$ cat src/rtl/motor_drive_ctrl_pkg.sv
// Shared definitions for the motor drive block: steering command codes,
// H-bridge direction encodings, wheel FSM states and the command decoder.
package motor_drive_ctrl_pkg;

    localparam logic [2:0] CMD_LEFT        = 3'b000;
    localparam logic [2:0] CMD_RIGHT       = 3'b001;
    localparam logic [2:0] CMD_STRAIGHT    = 3'b010;
    localparam logic [2:0] CMD_STOP        = 3'b011;
    localparam logic [2:0] CMD_SHARP_LEFT  = 3'b100;
    localparam logic [2:0] CMD_SHARP_RIGHT = 3'b101;

    localparam logic [1:0] IN_FWD   = 2'b10;
    localparam logic [1:0] IN_REV   = 2'b01;
    localparam logic [1:0] IN_COAST = 2'b00;

    typedef enum logic [1:0] {
        WHEEL_IDLE  = 2'd0,
        WHEEL_RUN   = 2'd1,
        WHEEL_DECEL = 2'd2,
        WHEEL_DEAD  = 2'd3
    } wheel_state_e;

    // Per-wheel intent derived from one steering command
    typedef struct packed {
        logic stop;
        logic left_rev;
        logic left_fast;
        logic right_rev;
        logic right_fast;
    } wheel_cmd_t;

    // Unknown codes (110, 111) fall into the stop branch
    function automatic wheel_cmd_t decode_cmd(input logic [2:0] cmd);
        wheel_cmd_t c;
        c = '{stop: 1'b1, left_rev: 1'b0, left_fast: 1'b0, right_rev: 1'b0, right_fast: 1'b0};
        case (cmd)
            CMD_STRAIGHT:    c = '{stop: 1'b0, left_rev: 1'b0, left_fast: 1'b1, right_rev: 1'b0, right_fast: 1'b1};
            CMD_LEFT:        c = '{stop: 1'b0, left_rev: 1'b0, left_fast: 1'b0, right_rev: 1'b0, right_fast: 1'b1};
            CMD_RIGHT:       c = '{stop: 1'b0, left_rev: 1'b0, left_fast: 1'b1, right_rev: 1'b0, right_fast: 1'b0};
            CMD_SHARP_LEFT:  c = '{stop: 1'b0, left_rev: 1'b1, left_fast: 1'b0, right_rev: 1'b0, right_fast: 1'b1};
            CMD_SHARP_RIGHT: c = '{stop: 1'b0, left_rev: 1'b0, left_fast: 1'b1, right_rev: 1'b1, right_fast: 1'b0};
            default:         c = '{stop: 1'b1, left_rev: 1'b0, left_fast: 1'b0, right_rev: 1'b0, right_fast: 1'b0};
        endcase
        return c;
    endfunction

endpackage

$ cat src/rtl/motor_drive_ctrl_wheel.sv
// One wheel: direction FSM with slew-limited duty, dead-time before a
// reversal, and the registered PWM comparator against the shared counter.
module motor_wheel_ctrl
    import motor_drive_ctrl_pkg::*;
#(
    parameter int PWM_PERIOD   = 100,
    parameter int RAMP_STEP    = 20,
    parameter int DEAD_PERIODS = 2,
    localparam int DUTY_W      = $clog2(PWM_PERIOD + 1),
    localparam int CNT_W       = $clog2(PWM_PERIOD)
) (
    input  logic              clk,
    input  logic              reset,
    input  logic              tick,
    input  logic              stop,
    input  logic [CNT_W-1:0]  cnt,
    input  logic              tgt_rev,
    input  logic [DUTY_W-1:0] tgt_duty,
    output logic              pwm,
    output logic [1:0]        in,
    output logic [DUTY_W-1:0] duty
);

    localparam int DCNT_W = $clog2(DEAD_PERIODS + 1);
    localparam logic [DUTY_W-1:0] DUTY_ZERO = {DUTY_W{1'b0}};
    localparam logic [DUTY_W-1:0] STEP_D    = DUTY_W'(RAMP_STEP);
    localparam logic [DCNT_W-1:0] DCNT_ZERO = {DCNT_W{1'b0}};
    localparam logic [DCNT_W-1:0] DCNT_LAST = DCNT_W'(DEAD_PERIODS - 1);

    wheel_state_e      state_r, state_next_s;
    logic              dir_r, dir_next_s;
    logic [DUTY_W-1:0] duty_r, duty_next_s;
    logic [DCNT_W-1:0] dcnt_r, dcnt_next_s;
    logic [1:0]        in_r, in_next_s;
    logic              pwm_r;

    // Move cur toward tgt by at most one step, landing exactly on tgt
    function automatic logic [DUTY_W-1:0] ramp_toward(input logic [DUTY_W-1:0] cur,
                                                      input logic [DUTY_W-1:0] tgt);
        logic [DUTY_W-1:0] r;
        if (cur < tgt) begin
            r = ((tgt - cur) > STEP_D) ? (cur + STEP_D) : tgt;
        end else if (cur > tgt) begin
            r = ((cur - tgt) > STEP_D) ? (cur - STEP_D) : tgt;
        end else begin
            r = cur;
        end
        return r;
    endfunction

    // Decelerate by one step, never below zero
    function automatic logic [DUTY_W-1:0] ramp_down(input logic [DUTY_W-1:0] cur);
        return (cur > STEP_D) ? (cur - STEP_D) : DUTY_ZERO;
    endfunction

    // Next-state, duty and direction decisions; everything advances only on tick
    always_comb begin
        state_next_s = state_r;
        dir_next_s   = dir_r;
        duty_next_s  = duty_r;
        dcnt_next_s  = dcnt_r;
        if (tick) begin
            case (state_r)
                WHEEL_IDLE: begin
                    if (tgt_duty != DUTY_ZERO) begin
                        state_next_s = WHEEL_RUN;
                        dir_next_s   = tgt_rev;
                        duty_next_s  = ramp_toward(duty_r, tgt_duty);
                    end else begin
                        duty_next_s  = DUTY_ZERO;
                    end
                end
                WHEEL_RUN, WHEEL_DECEL: begin
                    if (tgt_rev == dir_r) begin
                        state_next_s = WHEEL_RUN;
                        duty_next_s  = ramp_toward(duty_r, tgt_duty);
                    end else begin
                        // Reversal request: braking starts on this same tick
                        duty_next_s = ramp_down(duty_r);
                        if (ramp_down(duty_r) == DUTY_ZERO) begin
                            state_next_s = WHEEL_DEAD;
                            dcnt_next_s  = DCNT_ZERO;
                        end else begin
                            state_next_s = WHEEL_DECEL;
                        end
                    end
                end
                WHEEL_DEAD: begin
                    if (dcnt_r == DCNT_LAST) begin
                        state_next_s = WHEEL_RUN;
                        dir_next_s   = tgt_rev;
                        duty_next_s  = ramp_toward(duty_r, tgt_duty);
                    end else begin
                        dcnt_next_s  = dcnt_r + DCNT_W'(1);
                    end
                end
                default: begin
                    state_next_s = WHEEL_IDLE;
                    duty_next_s  = DUTY_ZERO;
                    dcnt_next_s  = DCNT_ZERO;
                end
            endcase
        end else begin
            state_next_s = state_r;
        end
        // The bridge is driven only while the wheel is powered in a direction
        case (state_next_s)
            WHEEL_RUN, WHEEL_DECEL: in_next_s = dir_next_s ? IN_REV : IN_FWD;
            default:                in_next_s = IN_COAST;
        endcase
    end

    // State/output registers; stop forces a safe coast on any cycle
    always_ff @(posedge clk) begin
        if (reset || stop) begin
            state_r <= WHEEL_IDLE;
            dir_r   <= 1'b0;
            duty_r  <= DUTY_ZERO;
            dcnt_r  <= DCNT_ZERO;
            in_r    <= IN_COAST;
            pwm_r   <= 1'b0;
        end else begin
            state_r <= state_next_s;
            dir_r   <= dir_next_s;
            duty_r  <= duty_next_s;
            dcnt_r  <= dcnt_next_s;
            in_r    <= in_next_s;
            pwm_r   <= (DUTY_W'(cnt) < duty_r);
        end
    end

    assign pwm  = pwm_r;
    assign in   = in_r;
    assign duty = duty_r;

endmodule

$ cat src/rtl/motor_drive_ctrl.sv
// Motor drive top: shared PWM counter and tick, steering decode, and one
// wheel controller per motor.
module motor_drive_ctrl
    import motor_drive_ctrl_pkg::*;
#(
    parameter int PWM_PERIOD   = 100,
    parameter int DUTY_FAST    = 80,
    parameter int DUTY_SLOW    = 40,
    parameter int RAMP_STEP    = 20,
    parameter int DEAD_PERIODS = 2,
    localparam int DUTY_W      = $clog2(PWM_PERIOD + 1)
) (
    input  logic              clk,
    input  logic              reset,
    input  logic [2:0]        state,
    output logic              left_pwm,
    output logic [1:0]        left_in,
    output logic              right_pwm,
    output logic [1:0]        right_in,
    output logic [DUTY_W-1:0] left_duty,
    output logic [DUTY_W-1:0] right_duty
);

    localparam int CNT_W = $clog2(PWM_PERIOD);
    localparam logic [CNT_W-1:0]  CNT_LAST  = CNT_W'(PWM_PERIOD - 1);
    localparam logic [DUTY_W-1:0] FAST_D    = DUTY_W'(DUTY_FAST);
    localparam logic [DUTY_W-1:0] SLOW_D    = DUTY_W'(DUTY_SLOW);
    localparam logic [DUTY_W-1:0] DUTY_ZERO = {DUTY_W{1'b0}};

    logic [CNT_W-1:0]  cnt_r;
    logic              tick_s;
    wheel_cmd_t        cmd_s;
    logic [DUTY_W-1:0] left_tgt_s, right_tgt_s;

    assign tick_s = (cnt_r == CNT_LAST);

    // Free-running PWM period counter
    always_ff @(posedge clk) begin
        if (reset) begin
            cnt_r <= {CNT_W{1'b0}};
        end else if (tick_s) begin
            cnt_r <= {CNT_W{1'b0}};
        end else begin
            cnt_r <= cnt_r + CNT_W'(1);
        end
    end

    // Translate the steering code into per-wheel direction and target duty
    always_comb begin
        cmd_s       = decode_cmd(state);
        left_tgt_s  = cmd_s.stop ? DUTY_ZERO : (cmd_s.left_fast  ? FAST_D : SLOW_D);
        right_tgt_s = cmd_s.stop ? DUTY_ZERO : (cmd_s.right_fast ? FAST_D : SLOW_D);
    end

    motor_wheel_ctrl #(
        .PWM_PERIOD   (PWM_PERIOD),
        .RAMP_STEP    (RAMP_STEP),
        .DEAD_PERIODS (DEAD_PERIODS)
    ) u_left (
        .clk      (clk),
        .reset    (reset),
        .tick     (tick_s),
        .stop     (cmd_s.stop),
        .cnt      (cnt_r),
        .tgt_rev  (cmd_s.left_rev),
        .tgt_duty (left_tgt_s),
        .pwm      (left_pwm),
        .in       (left_in),
        .duty     (left_duty)
    );

    motor_wheel_ctrl #(
        .PWM_PERIOD   (PWM_PERIOD),
        .RAMP_STEP    (RAMP_STEP),
        .DEAD_PERIODS (DEAD_PERIODS)
    ) u_right (
        .clk      (clk),
        .reset    (reset),
        .tick     (tick_s),
        .stop     (cmd_s.stop),
        .cnt      (cnt_r),
        .tgt_rev  (cmd_s.right_rev),
        .tgt_duty (right_tgt_s),
        .pwm      (right_pwm),
        .in       (right_in),
        .duty     (right_duty)
    );

endmodule
$ cat config.mk
export PLATFORM = sky130hd
export DESIGN_NAME = motor_drive_ctrl
export DESIGN_NICKNAME = d
export VERILOG_FILES = /design/src/rtl/motor_drive_ctrl_pkg.sv /design/src/rtl/motor_drive_ctrl_wheel.sv /design/src/rtl/motor_drive_ctrl.sv
export SDC_FILE = /design/constraint.sdc
export NUM_CORES = 1
export LEC_CHECK = 0
export CAP_MARGIN = 20
export CORE_ASPECT_RATIO = 0.6
export CORE_MARGIN = 4
export CORE_UTILIZATION = 61
export DETAILED_ROUTE_END_ITERATION = 10
export PLACE_DENSITY_LB_ADDON = 0.12
export SLEW_MARGIN = 20
export SYNTH_ARGS = -nofsm -noshare
export SYNTH_HDL_FRONTEND = slang
export SYNTH_SLANG_ARGS = --single-unit
$ cat constraint.sdc
create_clock -name clk -period 4.4 [get_ports clk]
set_clock_uncertainty 0.1 [all_clocks]
set_input_delay 0.66 -clock clk [delete_from_list [all_inputs] [get_ports clk]]
set_output_delay 0.66 -clock clk [all_outputs]
set_load 0.05 [all_outputs]
Yosys cells after proc, flatten, opt, wreduce, memory -nomap -nowiden
Index checks and enable logic that the tools add are counted.
{ "word_totals": {"register_bits": 37, "inputBits": 5, "output_inout_bits": 20} }
{ "op_classes": {"addsub": 11, "magnitude_cmp": 12, "eq_ne": 27, "mux": 53, "bitwise": 2, "n_reduce_logical": 21} }
{ "ops": {"columns": ["cell", "count"], "rows": [
  ["7-bit two-way mux", 20],
  ["7-bit by 5-bit > comparator with 1-bit output, second input constant", 6],
  ["7-bit one-hot mux with 3 select lines", 2],
  ["2-bit two-way mux", 16],
  ["7-bit less-than comparator", 4],
  ["7-bit subtractor", 4],
  ["5-bit one-hot mux with 5 select lines", 1],
  ["7-bit by 5-bit adder with 7-bit output, second input constant", 2],
  ["7-bit > comparator", 2],
  ["7-bit zero test", 2],
  ["7-bit nonzero test", 2],
  ["2-bit OR reduction", 7],
  ["7-bit by 5-bit subtractor with 7-bit output, second input constant", 2],
  ["2-bit by 1-bit equality test with 1-bit output, second input constant", 6],
  ["2-bit equality test, second input constant", 6],
  ["2-bit one-hot mux with 3 select lines", 2],
  ["5-bit AND reduction", 2],
  ["1-bit two-way mux", 8],
  ["2-bit by 1-bit != test with 1-bit output, second input constant", 4],
  ["2-bit != test, second input constant", 4],
  ["2-bit one-hot mux with 2 select lines", 2],
  ["7-bit by 1-bit adder with 7-bit output, second input constant", 1],
  ["7-bit equality test, second input constant", 1],
  ["3-bit equality test, second input constant", 2],
  ["11 further kinds", 18]
]} }

Depth between registers and ports, before layout
Gate-level depths: netlist (run 1).
{ "logic_depth": {"ltp_word": 12, "mapped_depth": 13, "mapped_depth_nobuf": 11} }

Cells and area by module
A second synthesis (run 1) with hierarchy kept.
{ "unflattened": {"hier_cells": 561, "area_unflattened_um2": 4301.6} }
{ "by_module_without_submodules": {"columns": ["module", "instances", "cells_per_inst", "area_each_um2", "seq_area_each_um2"], "rows": [
  ["motor_wheel_ctrl (u_left)", 1, 265, 2011.9, 300.3],
  ["motor_wheel_ctrl (u_right)", 1, 251, 1910.6, 300.3],
  ["motor_drive_ctrl", 1, 45, 379.1, 140.1]
]} }

Least setup slack after synthesis (run 1)
No wires, ideal clock.
{ "synth_timing": {"kind": "input port to flip-flop", "startpoint": "in state[0]", "endpoint": "reg u_left.duty_r[1] (netlist: u_left.duty[1])", "arrival_time_ns": 3.238, "required_ns": 4.178, "slack_ns": 0.940, "cell_stages": 12, "path_buffers": 1, "cell_sequence": "nor2b_2 -> buf_6 -> a21oi_1 -> inv_1 -> ha_1 -> and2_1 -> nor4b_1 -> a41o_1 -> nor4_4 -> a22oi_2 -> and3_4 -> o311a_1"} }
{ "synth_via": {"elab_chain_cells": 11, "elab_cells_between_ends": 25, "cone_classes": "2 x add/sub; 4 x order compare; 5 x eq/ne; 11 x mux; 3 x reduce/logical"} }
{ "synth_rtl": {"columns": ["item", "line_no", "rtl"], "rows": [
  ["start, declared", "motor_drive_ctrl.sv:15", "input logic [2:0] state,"],
  ["3-bit equality test, or another cell as far along", "motor_drive_ctrl_pkg.sv:36", "case (cmd)"],
  ["5-bit one-hot mux with 5 select lines *", "motor_drive_ctrl_pkg.sv:36", null],
  ["7-bit two-way mux (2 in series)", "motor_drive_ctrl.sv:51", "left_tgt_s = cmd_s.stop ? DUTY_ZERO : (cmd_s.left_fast ? FAST_D : SLOW_D);"],
  ["7-bit subtractor", "motor_drive_ctrl_wheel.sv:44", "r = ((cur - tgt) > STEP_D) ? (cur - STEP_D) : tgt;"],
  ["7-bit by 5-bit > comparator with 1-bit output", "motor_drive_ctrl_wheel.sv:44", null],
  ["7-bit two-way mux", "motor_drive_ctrl_wheel.sv:44", null],
  ["7-bit two-way mux", "motor_drive_ctrl_wheel.sv:43", "end else if (cur > tgt) begin"],
  ["7-bit two-way mux", "motor_drive_ctrl_wheel.sv:41", "if (cur < tgt) begin"],
  ["7-bit two-way mux, on equally long branches", "motor_drive_ctrl_wheel.sv:89, motor_drive_ctrl_wheel.sv:65, motor_drive_ctrl_wheel.sv:74", null],
  ["7-bit one-hot mux with 3 select lines", "motor_drive_ctrl_wheel.sv:63", "case (state_r)"],
  ["end signal, assigned", "motor_drive_ctrl_wheel.sv:125", "duty_r <= duty_next_s;"],
  ["end, declared", "motor_drive_ctrl_wheel.sv:32", "logic [DUTY_W-1:0] duty_r, duty_next_s;"]
]} }
Every way passes the cells marked *; elsewhere a longest branch is shown, timed or not. The select of a mux whose other input is x is not followed.
A chain may end at the register's enable or synchronous reset.

Worst setup path after layout (run 1)
Ends and elaborated chain as after synthesis.

==> results of run 1 <==
==> routing by layer <==
metal,global-route usage [%],wire [um],vias to the layer above
met1,52.7,5420,1879
met4,6.69,149,0
met2,41.5,4340,388
li1,-,-,1852
met5,0.714,0,-
met3,12.9,2100,30
==> worst max path at each step <==
| stage | startpoint | endpoint | depth (start not counted) |
|---|---|---|---|
| after floorplan | state[0] | u_left.duty[1]$_SDFFE_PP0P_ | 12 |
| after global placement | state[0] | u_left.duty[1]$_SDFFE_PP0P_ | 12 |
| after detailed placement | state[0] | u_left.duty[1]$_SDFFE_PP0P_ | 12 |
| after CTS | state[0] | u_left.duty[1]$_SDFFE_PP0P_ | 12 |
| after global routing | state[0] | u_left.duty[1]$_SDFFE_PP0P_ | 12 |
| final | state[0] | u_left.duty[1]$_SDFFE_PP0P_ | 12 |
==> kinds of logic after synthesis <==
logic type / count (synthesis) / synth area share, %
muxes: 5 / 1.43
xor gates and xnor gates: 25 / 5.81
adders and majority gates: 37 / 12.7
and+or+nand+nor: 172 / 24.4
DFF: 37 / 19.7
AOI/OAI and AO/OA: 159 / 30.3
buffers and inverters: 52 / 5.68
==> sequential cells by signal, indices dropped and copies added, names as in the netlist <==
name             count
u_left.state_r       2
u_left.dir_r         1
u_right.state_r      2
u_right.dir_r        1
u_right.dcnt_r       2
cnt_r                7
u_right.in           2
u_left.dcnt_r        2
u_right.pwm          1
u_left.pwm           1
u_right.duty         7
u_left.in            2
u_left.duty          7
==> power by group <==
part / total, mW / switching, mW / leakage [nW] / internal (mW)
Combinational: 0.205 / 0.123 / 1.19 / 0.0823
Sequential: 0.342 / 0.00377 / 0.299 / 0.338
Clock: 0.364 / 0.138 / 0.0681 / 0.225
Total: 0.911 / 0.265 / 1.56 / 0.646
==> metrics by stage <==
step | power [mW] | hold WS (ns) | worst slack (ns) | utilization [%]
after floorplan | 0.500 | 0.346 | 0.940 | -
after global placement | 0.545 | 0.356 | 0.354 | 70.3
after detailed placement | 0.545 | 0.359 | 0.342 | 70.3
after CTS | 0.903 | 0.372 | 0.647 | 72.7
after global routing | 0.944 | 0.384 | 0.362 | 72.7
final | 0.911 | 0.369 | 0.584 | 72.7
==> synthesized netlist by cell type (7+ instances only) <==
library cell	instances	area, um^2
nor2_1	41	154
a21oi_1	38	190
dfxtp_1	37	741
ha_1	35	438
nand2_1	32	120
inv_1	27	101
o21ai_0	26	130
nor3_1	19	95.1
xnor2_1	17	149
clkbuf_1	16	60.1
nand3_1	16	80.1
a21o_1	13	97.6
and2_1	10	62.6
a31oi_1	8	50.1
and3_1	8	50.1
xor2_1	8	70.1
a211oi_1	7	52.6
nand2b_1	7	43.8
==> layout make-up <==
class | count | area share, %
Clock inverter | 3 | 1.55
Tap cell | 80 | 2.38
Timing Repair Buffer | 32 | 7.15
Clock buffer | 5 | 1.64
Sequential cell | 37 | 17.6
Multi-Input combinational cell | 398 | 67.0
Inverter | 30 | 2.68
==> worst register-to-register path, stage by stage (launching register included) <==
cell and delay (ns):
dfxtp_1 0.73, inv_1 0.31, ha_1 0.43, xor2_1 0.17, a221oi_1 0.45, a22o_1 0.25
a21oi_1 0.18, nor2_1 0.18, a211oi_1 0.07, o31ai_1 0.38
==> flow_summary.toml, run 1 <==
[setup_path]
cp_num_buf_inv = 2
required_ns = 4.48
r2r-start = "u_right.duty[5]$_SDFFE_PP0P_"
r2r-end = "u_right.duty[5]$_SDFFE_PP0P_"
reg2reg_setup_slack_ns = 1.03
cp_common_cell = "o311a_1"
cpMaxStageDelayCell = "clkdlybuf4s50_1"
cp-end-kind = "flop"
reg2reg_depth = 9
path_cells = "clkdlybuf4s50_1, nor2b_2, a21oi_1, inv_1, ha_1, o311a_1, a311oi_1, xor2_1, and2_1, a22oi_2, and3_4, o311a_1"
cp_top_family = "compound AO/OA/AOI/OAI gates"
crit_path_max_fanout = 8
path_class = "in2reg"
cp.arrival_ns = 3.90
max_stage_delay_ns = 0.56
cp-start-kind = "input pin"

[sta]
post-route-min-period_ns = 3.82
final_max_slew_viol_count = 0
rsz0062_at_grt = "false"
final-setup-viol-count = 0
max_slew_margin_pct = 27.0
period_share_pct = 86.7
final_hold_viol_count = 0
tns_ns = 0
worstMarginPinSlew_ns = 1.08
max_freq_ghz = 0.262

[placement]
dp_hpwl_um = 9150
io_buffers = 24
placed_area_um2 = 4070
placed_cells = 577
gp_congestion = 1.00

[grt]
grt_pass1_vias = 3609
grt_pass1_wl_um = 19400
grt_max_degree = 20
grt_usage_pct = 33.6
antenna_found_initial = 0
globalRoute.totalOverflow = 0

[power_and_ir_drop]
vdd_drop_max_v = 0.000175
leakage_nw = 1.56
power_density_nw_per_um2 = 217

[finish]
stdcell_area_um2 = 4200
mostFrequentLayoutCells = "nor2_1, a21oi_1, dfxtp_1"
drive_gt1_share_pct = 7.13
multi_input_area_um2 = 2810
antenna_cells = 0
nets = 546
final_cell_count_no_fill = 585
seqCellArea_um2 = 741
nFillCells = 464
syn_to_final_growth_pct = 11.5
final_common_cell = "nor2_1"

[die]
die_h_um = 68.9
core_um2 = 5780
initial_core_util_pct = 65.2
dieArea_um2 = 7540
pin_count = 25
rows = 21
die_w_um = 109

[route]
drc_errors = 0
drt-total-wl_um = 12000
viasPerCell = 7.09
wire_per_inst_um = 20.5
final_antenna_net_count = 0
drt_iter0_markers = 573
dr.pass1.iters = 6
vias = 4149

[yosys]
synth_area_per_cell_um2 = 7.74
ys_ff_latch = 37
ys_types = 81
synthArstFlopShare_pct = 0
yosysSeqAreaShare_pct = 19.7
synth_ff_type = "dfxtp_1"
synthesis.nets = 529
synth_edf_count = 0
yosysWarnings = 0
synthCells = 487
syn-cell-area_um2 = 3770

[clock_network]
cts_root_buf = "clkbuf_8"
cts_buffer_depth = 2
ctsResizeCount = 0
post-cts-setup-buffers = 0
ctsHoldBuffers = 0
clk-insertion-delay-late_ns = 0.30
path_clk_slew_ns = 0.08
cts_tree = "done"
numClockSinks = 37
cts_buffers = 5
htreeDepth = 2

[hold_path]
hp-class = "reg2reg"
whs_endpoint = "u_left.dcnt_r[1]$_SDFFE_PP0P_"
worstHoldPathCells = 2
hp-start = "u_left.dcnt_r[1]$_SDFFE_PP0P_"

[flow_run]
drv_cap = 0

[outcome]
status = "completed"
Power figures use the tool's default switching activity.
==> inputs of run 2 (changes only) <==
--- a/config.mk
+++ b/config.mk
@@ -10,8 +10,7 @@
 export CORE_MARGIN = 4
 export CORE_UTILIZATION = 61
 export DETAILED_ROUTE_END_ITERATION = 10
-export PLACE_DENSITY_LB_ADDON = 0.12
-export SLEW_MARGIN = 20
+export PLACE_DENSITY = 0.86
 export SYNTH_ARGS = -nofsm -noshare
 export SYNTH_HDL_FRONTEND = slang
 export SYNTH_SLANG_ARGS = --single-unit
==> flow_summary.toml, run 2 (same netlist as run 1, synthesis figures left out) <==
[flow_run]
drv_cap = 0

[setup_path]
crit_path_max_fanout = 7
cp.arrival_ns = 3.96
path_cells = "clkdlybuf4s50_1, a21o_1, inv_1, ha_1, and4b_1, a211o_1, a22o_1, a21oi_1, nand2_1, a311o_1, a21oi_1"
required_ns = 4.54
max_stage_delay_ns = 0.62
cp_common_cell = "a21oi_1"
reg2reg_depth = 9
cp-end-kind = "flop"
path_class = "in2reg"
r2r-end = "u_left.duty[1]$_SDFFE_PP0P_"
cp-start-kind = "input pin"
cp_num_buf_inv = 2
startpoint = "state[1]"
r2r-start = "u_left.duty[4]$_SDFFE_PP0P_"
cp_top_family = "compound AO/OA/AOI/OAI gates"
cpMaxStageDelayCell = "clkdlybuf4s50_1"
reg2reg_setup_slack_ns = 1.12

[route]
met3RoutedLength_um = 1720
dr.max_layer_used = "met4"
wire_per_inst_um = 20.4
viasPerCell = 6.88
dr.pass1.iters = 6
met2_wirelength_um = 4450
drt_iter0_markers = 677
wl_met1_um = 5740
drt-total-wl_um = 12000
vias = 4050
drc_errors = 0
final_antenna_net_count = 0

[die]
rows = 21
core_um2 = 5780
die_w_um = 109
die_h_um = 68.9
initial_core_util_pct = 65.2
pin_count = 25
dieArea_um2 = 7540

[hold_path]
whs_endpoint = "u_left.dcnt_r[1]$_SDFFE_PP0P_"
worstHoldPathCells = 2
hp-class = "reg2reg"
hp-start = "u_left.dcnt_r[1]$_SDFFE_PP0P_"

[sta]
final-setup-viol-count = 0
tns_ns = 0
post-route-min-period_ns = 3.82
final_hold_viol_count = 0
worstMarginPinSlew_ns = 0.978
period_share_pct = 86.8
max_slew_margin_pct = 33.8
rsz0062_at_grt = "false"
max_freq_ghz = 0.262
final_max_slew_viol_count = 0

[placement]
dp_hpwl_um = 9250
gp_congestion = 1.08
io_buffers = 24

[power_and_ir_drop]
p_total_mw = 0.797
vdd_drop_max_v = 0.000146
leakage_nw = 1.54
power_density_nw_per_um2 = 190

[clock_network]
htreeDepth = 2
numClockSinks = 37
cts_buffers = 5
clk-insertion-delay-late_ns = 0.30
ctsResizeCount = 0
ctsHoldBuffers = 0
cts_root_buf = "clkbuf_8"
post-cts-setup-buffers = 0
cts_buffer_depth = 2
cts_tree = "done"
path_clk_slew_ns = 0.09

[grt]
globalRoute.totalOverflow = 0
grt_pass1_vias = 3729
antenna_found_initial = 0
grt_max_degree = 19
grt_usage_pct = 33.2
grt_pass1_wl_um = 19200

[finish]
drive_gt1_share_pct = 7.66
nets = 550
final_common_cell = "nor2_1"
syn_to_final_growth_pct = 11.1
antenna_cells = 0
mostFrequentLayoutCells = "nor2_1, a21oi_1, dfxtp_1"

[outcome]
status = "completed"
[run 2: cell types whose count changed in the layout (fill, tap and decap cells not counted)]
| cell | before | now |
|---|---|---|
| clkinv_2 | 1 | 0 |
| clkbuf_1 | 0 | 1 |
| clkinvlp_4 | 0 | 2 |
| buf_4 | 8 | 12 |
| bufinv_16 | 2 | 0 |
[run 2: layer usage]
metal	track usage, %	up-vias
met3	11.5	32
met2	43.8	282
li1	-	1863
met4	5.13	0
met1	51.2	1873
met5	0	-
[run 2: worst max-delay path by stage]
stage,to,slack [ns],cells past startpoint
after floorplan,u_left.duty[1]$_SDFFE_PP0P_,0.94,12
after global placement,u_right.duty[2]$_SDFFE_PP0P_,0.43,11
after detailed placement,u_right.duty[2]$_SDFFE_PP0P_,0.42,11
after CTS,u_right.duty[2]$_SDFFE_PP0P_,0.70,11
after global routing,u_right.duty[2]$_SDFFE_PP0P_,0.47,11
final,u_right.duty[2]$_SDFFE_PP0P_,0.58,11
[run 2: power by group]
group / internal, mW / switching [mW] / leakage [nW]
clock network: 0.112 / 0.137 / 0.0374
registers: 0.338 / 0.00390 / 0.299
logic: 0.0829 / 0.123 / 1.21
[run 2: final cells by class]
class	count	area, um^2
well taps	80	100
clock inverters	2	15.0
multi-input cells	398	2810
fillers	473	1600
repair buffers	36	330
clock buffers	6	72.6
inverters	30	113
flip-flops and latches	37	741
[run 2: stage by stage]
stage | std cells | instance area, um^2 | setup WS [ns] | util (%) | hold slack, ns
3_5_place_dp | 581 | 4100 | 0.418 | 70.9 | 0.367
4_1_cts | 589 | 4180 | 0.705 | 72.4 | 0.378
3_3_place_gp | 581 | 4100 | 0.427 | 70.9 | 0.354
6_report | 589 | 4180 | 0.581 | 72.4 | 0.378
5_1_grt | 589 | 4180 | 0.474 | 72.4 | 0.395
2_1_floorplan | 487 | 3770 | 0.940 | - | 0.346
[run 2: worst register-to-register path: cells and delay by family (launching register included)]
family          cells  cell delay [ns]
simple gates        4             1.02
fa+ha+maj           1             0.44
compound gates      3             0.73
flops               1             0.61
buf+inv             1             0.28
